### config.mk
export PLATFORM = sky130hd
export DESIGN_NAME = serial_sub
export DESIGN_NICKNAME = d
export VERILOG_FILES = /design/src/rtl/serial_sub_pkg.sv /design/src/rtl/serial_sub_fs.sv /design/src/rtl/serial_sub.sv
export SDC_FILE = /design/constraint.sdc
export NUM_CORES = 1
export LEC_CHECK = 0
export ABC_AREA = 1
export BUFFER_PORTS_ARGS = -buffer_cell sky130_fd_sc_hd__buf_2
export CAP_MARGIN = 30
export CORE_AREA = 2 2 67 69
export DETAILED_ROUTE_END_ITERATION = 8
export DIE_AREA = 0 0 69 71
export PLACE_DENSITY_LB_ADDON = 0.05
export SYNTH_ARGS = -nofsm -noshare
export SYNTH_HDL_FRONTEND = slang
export SYNTH_HIERARCHICAL = 1
export SYNTH_SLANG_ARGS = --single-unit
export TNS_END_PERCENT = 100
### constraint.sdc
create_clock -name clk -period 1.8 [get_ports clk]
set_input_delay 0.09 -clock clk [delete_from_list [all_inputs] [get_ports clk]]
set_output_delay 0.09 -clock clk [all_outputs]
set_load 0.02 [all_outputs]
### src/rtl/serial_sub_pkg.sv
// Shared types and defaults for the bit-serial subtractor.
package serial_sub_pkg;

    localparam int unsigned DEFAULT_WIDTH = 8;

    typedef enum logic [1:0] {
        IDLE = 2'd0,
        RUN  = 2'd1,
        DONE = 2'd2
    } sub_state_t;

endpackage

### src/rtl/serial_sub_fs.sv
// Single-bit full subtractor cell: x - y - bi -> difference d, borrow-out bo.
module fs (
    input  logic x,
    input  logic y,
    input  logic bi,
    output logic d,
    output logic bo
);

    assign d  = x ^ y ^ bi;
    assign bo = (~x & y) | (~(x ^ y) & bi);

endmodule

### src/rtl/serial_sub.sv
// Bit-serial unsigned subtractor: a - b - bin, LSB first, one bit per clock,
// with a start/busy/done handshake and held result registers.
module serial_sub
    import serial_sub_pkg::*;
#(
    parameter int unsigned WIDTH = DEFAULT_WIDTH
) (
    input  logic             clk,
    input  logic             rst_n,
    input  logic             start,
    input  logic [WIDTH-1:0] a,
    input  logic [WIDTH-1:0] b,
    input  logic             bin,
    output logic [WIDTH-1:0] diff,
    output logic             bout,
    output logic             busy,
    output logic             done
);

    localparam int unsigned CNT_W = $clog2(WIDTH);

    sub_state_t       state_q, state_d;
    logic [WIDTH-1:0] sa_q, sa_d;
    logic [WIDTH-1:0] sb_q, sb_d;
    logic [WIDTH-1:0] sd_q, sd_d;
    logic             br_q, br_d;
    logic [CNT_W-1:0] cnt_q, cnt_d;
    logic [WIDTH-1:0] diff_q, diff_d;
    logic             bout_q, bout_d;
    logic             busy_q, busy_d;
    logic             done_q, done_d;

    logic fs_d;
    logic fs_bo;

    fs u_fs (
        .x  (sa_q[0]),
        .y  (sb_q[0]),
        .bi (br_q),
        .d  (fs_d),
        .bo (fs_bo)
    );

    // Next-state, datapath and registered-output decode.
    always_comb begin
        state_d = state_q;
        sa_d    = sa_q;
        sb_d    = sb_q;
        sd_d    = sd_q;
        br_d    = br_q;
        cnt_d   = cnt_q;
        diff_d  = diff_q;
        bout_d  = bout_q;
        busy_d  = 1'b0;
        done_d  = 1'b0;

        case (state_q)
            IDLE: begin
                if (start) begin
                    sa_d    = a;
                    sb_d    = b;
                    br_d    = bin;
                    cnt_d   = '0;
                    sd_d    = '0;
                    state_d = RUN;
                end
            end
            RUN: begin
                sa_d  = {1'b0, sa_q[WIDTH-1:1]};
                sb_d  = {1'b0, sb_q[WIDTH-1:1]};
                sd_d  = {fs_d, sd_q[WIDTH-1:1]};
                br_d  = fs_bo;
                cnt_d = cnt_q + CNT_W'(1);
                // Last bit: the shifted partial is the complete difference.
                if (cnt_q == CNT_W'(WIDTH - 1)) begin
                    diff_d  = {fs_d, sd_q[WIDTH-1:1]};
                    bout_d  = fs_bo;
                    state_d = DONE;
                end
            end
            DONE: begin
                state_d = IDLE;
            end
            default: begin
                state_d = IDLE;
            end
        endcase

        busy_d = (state_d == RUN);
        done_d = (state_d == DONE);
    end

    always_ff @(posedge clk or negedge rst_n) begin
        if (!rst_n) begin
            state_q <= IDLE;
            sa_q    <= '0;
            sb_q    <= '0;
            sd_q    <= '0;
            br_q    <= 1'b0;
            cnt_q   <= '0;
            diff_q  <= '0;
            bout_q  <= 1'b0;
            busy_q  <= 1'b0;
            done_q  <= 1'b0;
        end else begin
            state_q <= state_d;
            sa_q    <= sa_d;
            sb_q    <= sb_d;
            sd_q    <= sd_d;
            br_q    <= br_d;
            cnt_q   <= cnt_d;
            diff_q  <= diff_d;
            bout_q  <= bout_d;
            busy_q  <= busy_d;
            done_q  <= done_d;
        end
    end

    assign diff = diff_q;
    assign bout = bout_q;
    assign busy = busy_q;
    assign done = done_q;

endmodule
* Word-level counts from Yosys, hierarchy flattened
Cells that the tools add are included.
Cells by class: add/sub/neg operators 1, eq/ne operators 5, muxes and demuxes 13, bitwise operators 7, reductions and logical operators 4
Operators with widths (count):
- $pmux W8 S2 | 3
- $mux W8 | 3
- $pmux W3 S2 | 1
- $eq A2 B1 Y1 const B | 2
- $mux W2 | 2
- $pmux W2 S2 | 1
- $reduce_and A2 Y1 | 2
- $add A3 B1 Y3 const B | 1
- $eq A3 B3 Y1 const B | 1
- $mux W3 | 1
- $and A1 B1 Y1 | 2
- $eq A2 B2 Y1 const B | 1
- $logic_not A2 Y1 | 1
- $ne A2 B2 Y1 const B | 1
- $not A1 Y1 | 2
- $pmux W1 S2 | 1
- $reduce_bool A2 Y1 | 1
- $xor A1 B1 Y1 | 2
- $mux W1 | 1
- $or A1 B1 Y1 | 1
Word-level totals: register bits 41, input bits 20, output and inout port bits 11, logic and storage cells 40

* Depth between registers and ports, before layout
Gate-level depths: netlist of run 1.
depth in word-level cells 5, gate-level depth with buffers 7, mapped depth without buffers 7

* By module
The synthesis of run 1 kept the hierarchy.
Modules (own cells, without submodules):
- serial_sub | instances 1, cells each 221, area an instance 1851.8 µm²
- fs | instances 1, cells each 4, area an instance 31.3 µm²

* Worst setup path after synthesis of run 1
Ideal clock, no wire load.
path kind reg2reg, start reg cnt_q[0], end reg bout_q, in the netlist bout, library setup time 121 ps, arrival 1170 ps, setup slack 509 ps, stages on the path, launching flop included 6, clock period less this slack 1291 ps, cells stage by stage dfrtp_1 > ha_1 > ha_1 > nand2_2 > buf_2 > o21ai_1
Between the ends: word-level cells in the longest chain between the ends 2
Ends and longest elaborated chain:
- start: declaration | line serial_sub.sv:27 | logic [CNT_W-1:0] cnt_q, cnt_d;
- start signal: assignment | line serial_sub.sv:111 | cnt_q <= cnt_d;
- $eq A3 B3 Y1 | line serial_sub.sv:75 | if (cnt_q == CNT_W'(WIDTH - 1)) begin
- $reduce_and A2 Y1 (no source line)
- end signal: assignment | line serial_sub.sv:113 | bout_q <= bout_d;
- end: declaration | line serial_sub.sv:29 | logic bout_q, bout_d;
No other way between the ends. A chain may end at the register's enable or synchronous reset.

* Final worst setup path of run 1
start reg cnt_q[0], end reg diff_q[7], in the netlist diff[7]
Between the ends: word-level cells in the longest chain between the ends 2
Ends and longest elaborated chain:
- $eq A3 B3 Y1 | line serial_sub.sv:75
- $reduce_and A2 Y1 (no source line)
- end signal: assignment | line serial_sub.sv:112 | diff_q <= diff_d;
- end: declaration | line serial_sub.sv:28 | logic [WIDTH-1:0] diff_q, diff_d;
No other way between the ends.

==> impl_metrics.csv, run 1 <==
group,metric,value,unit
run_status,outcome,"finished, final reports clean",
critical_path,ff2ff_path_depth,6,
sta,drv_slew,0,
sta,max_clock_freq,686,MHz
global_route,grt_start_max_net_pins,41,
clock_network,h-tree-depth,2,
route,wl_per_cell,11.5,µm
global_route,grt_pass1_wl,6290,µm
power,power_density,1690,nW/µm²
finish,finish.net_count,280,
clock_network,clk_pin_slew,80,ps
sta,worst_pin_slew,508,ps
floorplan,die_h,71,µm
synth,synthesis.nets,248,
synth,syn_inst,225,
finish,fin_area,2150,µm²
hold_path,hp-start,"a[7]",
critical_path,critPathMaxStageDelay,400,ps
floorplan,core_area,4200,µm²
synth,yosysUniqueCellTypes,19,
synth,ys_ff_latch,40,
place,post_dp_cell_area,2050,µm²
power,clkPwrFrac,16.4,%
sta,finalSetupTns,0,ps
hold_path,worst_hold_path_type,"in2reg",
clock_network,cts_tree,"built",
route,drt_iter0_drc,89,
power,seq_power_share,41.7,%
critical_path,cp-end-kind,"flip-flop",
finish,drive_gt1_share,18.6,%
job,maxCapViolations,0,
clock_network,cts_root_buffer,"clkbuf_8",
critical_path,cp_max_fo,19,
power,p_leak,0.00123,µW
critical_path,crit_chain,"ha_1 > ha_1 > nand2_2 > inv_1 > nand2_1 > nand2_1",
route,vias,1396,
sta,fin_skew,5.89,ps
sta,relSlewSlack,66.1,%
critical_path,timing_worst_setup_path_type,"reg2reg",
power,swShare,41.0,%
global_route,grt-ovfl-total,0,
clock_network,clk_latency,290,ps
critical_path,crit_slowest_cell,"dfrtp_1",
critical_path,regToRegEndpoint,"diff[7]",
sta,setup_viol,0,
critical_path,crit_family,"adder cells",
clock_network,cts.repair.resized,0,
route,vias_per_cell,4.50,
critical_path,regToRegSetupSlack,340,ps
synth,seq_area_frac_synth,53.2,%
finish,n_antenna_cell,0,
power,pwr-share-comb,41.9,%
sta,grt_setup_unrepaired,"no",
floorplan,die_x,69,µm
clock_network,cts_buffers,5,
place,dp.final_hpwl,2330,µm
synth,synth_area,1880,µm²
route,drtAntennaViolNets,0,
floorplan,boundaryPins,31,
synth,synth_warnings,6,
finish,final_util,51.0,%
floorplan,core.rowCount,24,
route,routed_wirelength,3550,µm
finish,area_growth,14.0,%
floorplan,die-area,4900,µm²
clock_network,cts_sinks,40,
sta,fin_crit_sh,81.0,%
clock_network,post-cts-setup-buffer-count,0,
synth,avgSynthCellArea,8.37,µm²
critical_path,setup.worst_path.start_class,"flip-flop",
route,drc,0,
power,power.internal,2140,µW
place,globalplace.congestion,0.738,
floorplan,initial_core_util,44.8,%
power,ir_worst_vdd,0.805,mV
clock_network,clockBufferDepth,2,
global_route,antenna_found_initial,0,
place,portBuffers,30,
clock_network,hold_buffers,1,
hold_path,min_delay_worst_endpoint,"sa_q[7]",
critical_path,worstReg2RegStart,"cnt_q[0]",
sta,period_minus_slack,1460,ps
hold_path,min_path_cells,3,
critical_path,cp_data_required_time,1990,ps
route,dr.pass1.iters,4,
sta,hold_violations,0,
power,power.switching,1490,µW
critical_path,worstPathArrival,1640,ps
global_route,grt_pass1_vias,1412,
critical_path,cp.buffers_inverters,1,
global_route,track_usage,15.8,%
[power groups by stage]
stage                     logic, µW  registers, µW  clock network (µW)
final                          1520           1510                 595
after global routing           1790           1560                 647
after CTS                      1560           1520                 607
after detailed placement       1550           1530                   0
after global placement         1530           1520                   0
after floorplan                1130           1600                   0
[worst min-delay path, stage by stage]
cell     delay [ps]
buf_2            70
nand2_1          40
o21ai_0          60
[per-layer routing]
| layer | up-vias | GRT usage (%) | part of all wire, % |
|---|---|---|---|
| met5 | - | 0 | 0 |
| met4 | 0 | 4.58 | 1.0 |
| met3 | 5 | 3.85 | 4.2 |
| met2 | 28 | 27.1 | 46 |
| met1 | 621 | 20.1 | 49 |
| li1 | 742 | - | - |
[Yosys cell counts (all sizes together)]
cell type / count / area (µm²)
nor2: 3 / 13.8
buf: 9 / 72.6
inv: 45 / 176
a21oi: 3 / 15.0
ha: 2 / 25.0
nand3: 30 / 150
o21ai: 17 / 85.1
dfrtp: 40 / 1000
nand2: 75 / 324
fa: 1 / 20.0
[area by class of cell]
type,count,area (µm²)
clock buffer,5,68.8
fill,420,2060
sequential,40,1000
multi-input combinational,131,633
timing repair buffer,34,183
inverter,45,176
clock inverter,3,18.8
tap,52,65.1
[registers in the layout, indices dropped and copies added (netlist names)]
| signal | count |
|---|---|
| sa_q | 8 |
| state_q | 2 |
| busy | 1 |
| done | 1 |
| diff | 8 |
| br_q | 1 |
| bout | 1 |
| sd_q | 7 |
| cnt_q | 3 |
| sb_q | 8 |
[worst max path at each step]
stage / cells after the start / to / startpoint
floorplan: 5 / bout / cnt_q[0]
global placement: 6 / diff[7] / cnt_q[0]
detailed placement: 6 / diff[7] / cnt_q[0]
CTS: 6 / diff[7] / cnt_q[0]
global route: 6 / diff[7] / cnt_q[0]
finish: 6 / diff[7] / cnt_q[0]
[layout by cell type (no fill, tap or decap), types with 2 or more instances in the layout]
cell,count
nand2_1,71
inv_1,43
dfrtp_1,40
nand3_1,30
buf_2,30
o21ai_1,12
o21ai_0,5
clkbuf_8,5
a21oi_1,3
buf_4,3
nand2_8,2
nor2_1,2
ha_1,2
clkinv_2,2
[kinds of logic after synthesis]
logic type               count (synthesis)  share of synthesized area, %
AO/OA/AOI/OAI                           20                          5.32
AND/OR/NAND/NOR                        108                          25.9
adder cells (fa/ha/maj)                  3                          2.39
buffers and inverters                   54                          13.2
flip-flops                              40                          53.2
[per-stage QoR]
step	setup slack [ps]	hold slack (ps)	total power (µW)	std cells
after global placement	326	188	3050	301
after detailed placement	339	182	3080	301
final	342	11.8	3630	310
after floorplan	509	-206	2730	225
after global routing	204	27.0	4010	310
after CTS	318	7.20	3680	310
Power figures use the tool's default switching activity.
==> run 2: changes to the inputs <==
clock period = 1.5 ns   (was 1.8 ns; I/O delays follow)
==> run 2 against run 1 <==
Against the previous run:
- register-to-register slack worse by 120 ps
- count of clock-buffer cells in the layout is 1 higher
- maximum frequency is 14% higher
- via count is 2.4% higher
- critical endpoint is now diff[1]
- critical path type unchanged
==> impl_metrics.csv, run 2 (synthesis results as in run 1) <==
group,metric,value,unit
critical_path,setup.worst_path.start_class,"flip-flop",
finish,n_antenna_cell,0,
global_route,track_usage,15.6,%
sta,max_clock_freq,782,MHz
power,power.internal,2790,µW
sta,period_minus_slack,1280,ps
sta,drv_slew,0,
route,vias,1429,
finish,drive_gt1_share,19.0,%
clock_network,clk_pin_slew,80,ps
power,p_leak,0.00127,µW
critical_path,worstPathArrival,1500,ps
power,power_density,2040,nW/µm²
sta,setup_viol,0,
critical_path,cp_data_required_time,1720,ps
route,drc,0,
clock_network,cts.repair.resized,0,
floorplan,core_area,4200,µm²
global_route,antenna_found_initial,0,
finish,finish.net_count,285,
floorplan,boundaryPins,31,
finish,nFillCells,425,
global_route,grt-ovfl-total,0,
finish,fin_area,2230,µm²
place,post_dp_cell_area,2100,µm²
place,globalplace.congestion,0.752,
sta,finalSetupTns,0,ps
clock_network,cts_buffers,5,
clock_network,clk_latency,290,ps
clock_network,hold_buffers,3,
floorplan,initial_core_util,44.8,%
route,vias_per_cell,4.54,
global_route,grt_start_max_net_pins,41,
place,place_inst,304,
run_status,outcome,"finished, final reports clean",
clock_network,post-cts-setup-buffer-count,0,
critical_path,crit_slowest_cell,"dfrtp_1",
critical_path,cp-end-kind,"flip-flop",
power,swShare,38.6,%
sta,setup_ws,222,ps
floorplan,die_h,71,µm
clock_network,h-tree-depth,2,
sta,relSlewSlack,80.0,%
sta,fin_skew,3.57,ps
finish,fin_cells,315,
sta,fin_crit_sh,85.2,%
sta,grt_setup_unrepaired,"no",
clock_network,cts_sinks,40,
global_route,grt_pass1_vias,1396,
sta,worst_pin_slew,299,ps
job,maxCapViolations,0,
hold_path,worst_hold_path_type,"in2reg",
finish,area_growth,18.6,%
place,place_ws,224,ps
floorplan,die_x,69,µm
sta,hold_violations,0,
floorplan,core.rowCount,24,
place,dp.final_hpwl,2260,µm
route,routed_wirelength,3410,µm
route,wl_per_cell,10.8,µm
floorplan,die-area,4900,µm²
power,seq_power_share,39.6,%
critical_path,crit_chain,"ha_1 > ha_1 > nand2_2 > buf_12 > nand2_1 > o21ai_1",
finish,final_cell_mix,"nand2_1, inv_1, dfrtp_1, nand3_1, buf_2",
clock_network,cts_root_buffer,"clkbuf_8",
power,clkPwrFrac,19.0,%
place,portBuffers,30,
route,drt_iter0_drc,60,
route,drtAntennaViolNets,0,
critical_path,critPathMaxStageDelay,400,ps
route,dr.pass1.iters,4,
finish,final_common_cell,"nand2_1",
power,ir_worst_vdd,0.687,mV
critical_path,cp_max_fo,14,
critical_path,cp_common_cell,"ha_1",
clock_network,clockBufferDepth,2,
global_route,grt_pass1_wl,6130,µm
power,power.switching,1760,µW
power,pwr-share-comb,41.4,%
critical_path,timing_worst_setup_path_type,"reg2reg",
clock_network,cts_tree,"built",
-- run 2: worst max-delay path, delay by kind of cell (launching register included) --
| kind | cells | cell delay, ps |
|---|---|---|
| fa+ha+maj | 2 | 410 |
| simple gates | 2 | 200 |
| buf+inv | 1 | 140 |
| flops | 1 | 400 |
| compound gates | 1 | 60 |
-- run 2: cell type report --
class	count	area, µm²	share of cell area, %
clock buffers	6	72.6	3.25
clock inverters	2	35.0	1.57
inverters	45	176	7.90
multi-input cells	131	633	28.3
flip-flops and latches	40	1000	44.8
well taps	52	65.1	2.91
repair buffers	39	250	11.2
-- run 2: worst paths after layout --
| path | startpoint | slack, ps | endpoint | cells past startpoint |
|---|---|---|---|---|
| max in group asynchronous | rst_n | 1030 | sa_q[0] | 3 |
| min reg2reg | cnt_q[0] | 480 | cnt_q[0] | 1 |
| min | b[3] | 80 | sb_q[3] | 5 |
| max reg2reg | cnt_q[0] | 220 | diff[1] | 6 |
| min in group asynchronous | rst_n | 280 | sd_q[1] | 3 |
| max | cnt_q[0] | 220 | diff[1] | 6 |
-- run 2: per-stage QoR --
step                hold slack (ps)  total power, µW  util, %
finish                         81.7             4550     53.1
global route                   97.8             5000     53.1
CTS                            77.2             4630     53.1
detailed placement             65.0             3740     49.9
global placement               62.7             3720     49.9
floorplan                      -221             3280        -
-- run 2: power by group through the flow --
stage / clock [µW] / sequential, µW / combinational, µW
after floorplan: 0 / 1920 / 1350
after global placement: 0 / 1820 / 1900
after detailed placement: 0 / 1820 / 1920
after CTS: 896 / 1800 / 1930
after global routing: 943 / 1860 / 2200
final: 866 / 1800 / 1880
-- run 2: per-layer routing --
| metal | up-vias | part of all wire (%) | GRT usage [%] | wire length (µm) |
|---|---|---|---|---|
| met3 | 8 | 4.5 | 4.56 | 154 |
| met2 | 28 | 46 | 26.8 | 1590 |
| li1 | 752 | - | - | - |
| met4 | 0 | 1.8 | 6.54 | 63 |
| met1 | 641 | 47 | 18.2 | 1610 |
| met5 | - | 0 | 0 | 0 |
==> run 3: changes to the inputs <==
ABC_AREA = not set   (was 1)
CORE_AREA = 2 2 65 67   (was 2 2 67 69)
DIE_AREA = 0 0 67 69   (was 0 0 69 71)
==> run 3 against run 2 <==
Against the previous run:
- first-iteration DRC count shrank 35%
- setup slack got worse by 110 ps
- via count fell by 10%
- hold slack worse by 51 ps
- critical path depth is 2 lower
- routed wire length is 4.5% higher
- clock skew increased by 1.8 ps
- clock power fell by 23%
- power decreased by 4.6%
- sequential power increased by 6%
- synthesized cell count fell by 36%
- critical endpoint is now bout
- largest power group is now registers
- highest routed layer unchanged
==> impl_metrics.csv, run 3 <==
group,metric,value,unit
route,dr.pass1.iters,4,
global_route,grt-ovfl-total,0,
place,place_inst,221,
critical_path,cp.buffers_inverters,0,
power,p_leak,0.00101,µW
critical_path,timing_worst_setup_path_type,"reg2reg",
synth,synth_top_area_share,56.2,%
power,power.switching,1590,µW
clock_network,clockBufferDepth,2,
sta,period_minus_slack,1390,ps
sta,grt_setup_unrepaired,"no",
synth,synth_area_leaders,"dfrtp_1, mux2_4, o32ai_1, o22ai_1, a22o_1",
critical_path,setup.worst_path.start_class,"flip-flop",
hold_path,min_delay_worst_endpoint,"sa_q[7]",
synth,synth_area,1780,µm²
floorplan,core.rowCount,23,
sta,hold_violations,0,
critical_path,cp_max_fo,5,
clock_network,cts_tree,"built",
clock_network,cts_root_buffer,"clkbuf_8",
finish,n_antenna_cell,0,
synth,synth_warnings,6,
global_route,grtUsageMet1,21.1,%
synth,seq_area_frac_synth,56.2,%
critical_path,crit_slowest_cell,"dfrtp_1",
synth,ys_ff_latch,40,
sta,hold_slack,30.5,ps
power,seq_power_share,44.0,%
global_route,grt_start_max_net_pins,22,
sta,setup_viol,0,
place,portBuffers,30,
floorplan,boundaryPins,31,
finish,finish.net_count,203,
hold_path,min_path_cells,3,
floorplan,die-area,4620,µm²
power,swShare,36.7,%
global_route,grt_pass1_vias,1262,
route,vias_per_cell,5.57,
finish,drive_gt1_share,33.3,%
floorplan,die_x,67,µm
synth,avgSynthCellArea,12.3,µm²
job,maxCapViolations,0,
power,pwr-share-comb,40.7,%
clock_network,clk_latency,290,ps
hold_path,worst_hold_path_type,"in2reg",
floorplan,core_area,3910,µm²
finish,fin_cells,230,
critical_path,regToRegEndpoint,"bout",
place,place_ws,54.1,ps
route,drc,0,
synth,synth_flop_cell,"dfrtp_1",
sta,relSlewSlack,67.3,%
synth,synth_top_cell_by_area,"dfrtp_1",
synth,synth_common_cells,"dfrtp_1, nor2_1, o22ai_1, o32ai_1",
floorplan,die_h,69,µm
route,drt_iter0_drc,39,
sta,worst_pin_slew,491,ps
critical_path,cp-end-kind,"flip-flop",
synth,syn_inst,145,
route,wl_per_cell,15.5,µm
critical_path,crit_chain,"ha_1 > ha_2 > nand2_4 > mux2_4",
critical_path,cp_num_cells,4,
critical_path,crit_start,"cnt_q[0]",
synth,yosysUniqueCellTypes,25,
global_route,track_usage,16.8,%
global_route,antenna_found_initial,0,
global_route,grt_pass1_wl,5870,µm
power,power_density,2070,nW/µm²
sta,setup_ws,108,ps
critical_path,worstPathArrival,1570,ps
route,vias,1281,
critical_path,worstReg2RegStart,"cnt_q[0]",
synth,yosys.cell_count.top_type,"dfrtp_1",
finish,area_growth,17.8,%
critical_path,critPathMaxStageDelay,400,ps
synth,synthesis.nets,168,
hold_path,hp-start,"a[7]",
sta,fin_skew,5.39,ps
critical_path,cp_data_required_time,1670,ps
clock_network,cts_sinks,40,
place,dp.final_hpwl,2380,µm
route,routed_wirelength,3570,µm
finish,final_common_cell,"dfrtp_1",
clock_network,h-tree-depth,2,
place,globalplace.congestion,0.728,
synth,async_reset_ff_share,100,%
sta,max_clock_freq,718,MHz
critical_path,ff2ff_path_depth,4,
sta,fin_crit_sh,92.8,%
clock_network,clk_pin_slew,70,ps
power,power.internal,2740,µW
finish,final_cell_mix,"dfrtp_1, buf_2, nor2_1, o22ai_1, o32ai_1",
clock_network,post-cts-setup-buffer-count,0,
global_route,top_usage_layer,"met2",
sta,drv_slew,0,
clock_network,cts_buffers,5,
route,drtAntennaViolNets,0,
critical_path,crit_family,"adder cells",
sta,finalSetupTns,0,ps
critical_path,regToRegSetupSlack,110,ps
power,ir_worst_vdd,1.02,mV
synth,synth_edf_count,0,
global_route,met2_usage,25.9,%
run_status,outcome,"finished, final reports clean",
floorplan,initial_core_util,45.5,%
power,clkPwrFrac,15.3,%
global_route,met3_usage,5.55,%
## run 3: cell types whose count changed after synthesis, sizes merged, moves of 6 or more
cell   before  now
nor2        3   16
mux2        0    9
inv        45    7
a22o        0    9
o22ai       0   15
o21ai      17    5
nand2      75    4
o32ai       0   13
nor3        0    6
nand3      30    0
## run 3: worst max-delay path by stage
| stage | endpoint | slack (ps) |
|---|---|---|
| after floorplan | diff[0] | 120 |
| after global placement | diff[0] | 90 |
| after detailed placement | diff[0] | 50 |
| after CTS | diff[0] | 40 |
| after global routing | sa_q[2] | 30 |
| final | bout | 110 |
## run 3: layer usage
layer	vias up	wire length, µm
met3	4	137
li1	607	-
met5	-	0
met1	640	1630
met4	0	46
met2	30	1750
## run 3: kinds of logic (layout without fill, tap and decap cells)
family,after synthesis,count (layout),share of synthesized area (%)
AOI/OAI and AO/OA,43,43,18.1
adders and majority gates,3,3,2.53
buffers and inverters,18,52,5.97
DFF,40,40,56.2
muxes,10,10,8.15
and+or+nand+nor,31,32,9.00
## run 3: power groups by stage
stage                     combinational [µW]  clock (µW)  sequential (µW)
final                                   1770         665             1910
after global routing                    1960         734             1980
after CTS                               1750         697             1910
after detailed placement                1740           0             1930
after floorplan                         1240           0             1990
after global placement                  1700           0             1900
## run 3: cell type report
| class | instances | area, µm² |
|---|---|---|
| timing repair buffer | 38 | 238 |
| sequential | 40 | 1000 |
| fill | 366 | 1820 |
| clock inverter | 1 | 5.00 |
| tap | 50 | 62.6 |
| clock buffer | 6 | 72.6 |
| multi-input combinational | 88 | 687 |
| inverter | 7 | 32.5 |
## run 3: per-stage QoR
step | utilization (%) | area [µm²] | power, µW
finish | 53.6 | 2100 | 4340
global route | 53.6 | 2100 | 4670
CTS | 53.2 | 2080 | 4360
detailed placement | 50.9 | 1990 | 3670
global placement | 50.9 | 1990 | 3600
floorplan | - | 1780 | 3230
## run 3: repair_timing
action,CTS,global route
hold endpoints to repair,19,0
hold buffers,1,0
resized for setup,0,2
endpoints found under the setup margin,0,3
## run 3: tightest hold or removal path: stages
cell	delay, ps
buf_2	90
nand2_1	40
o21ai_0	60
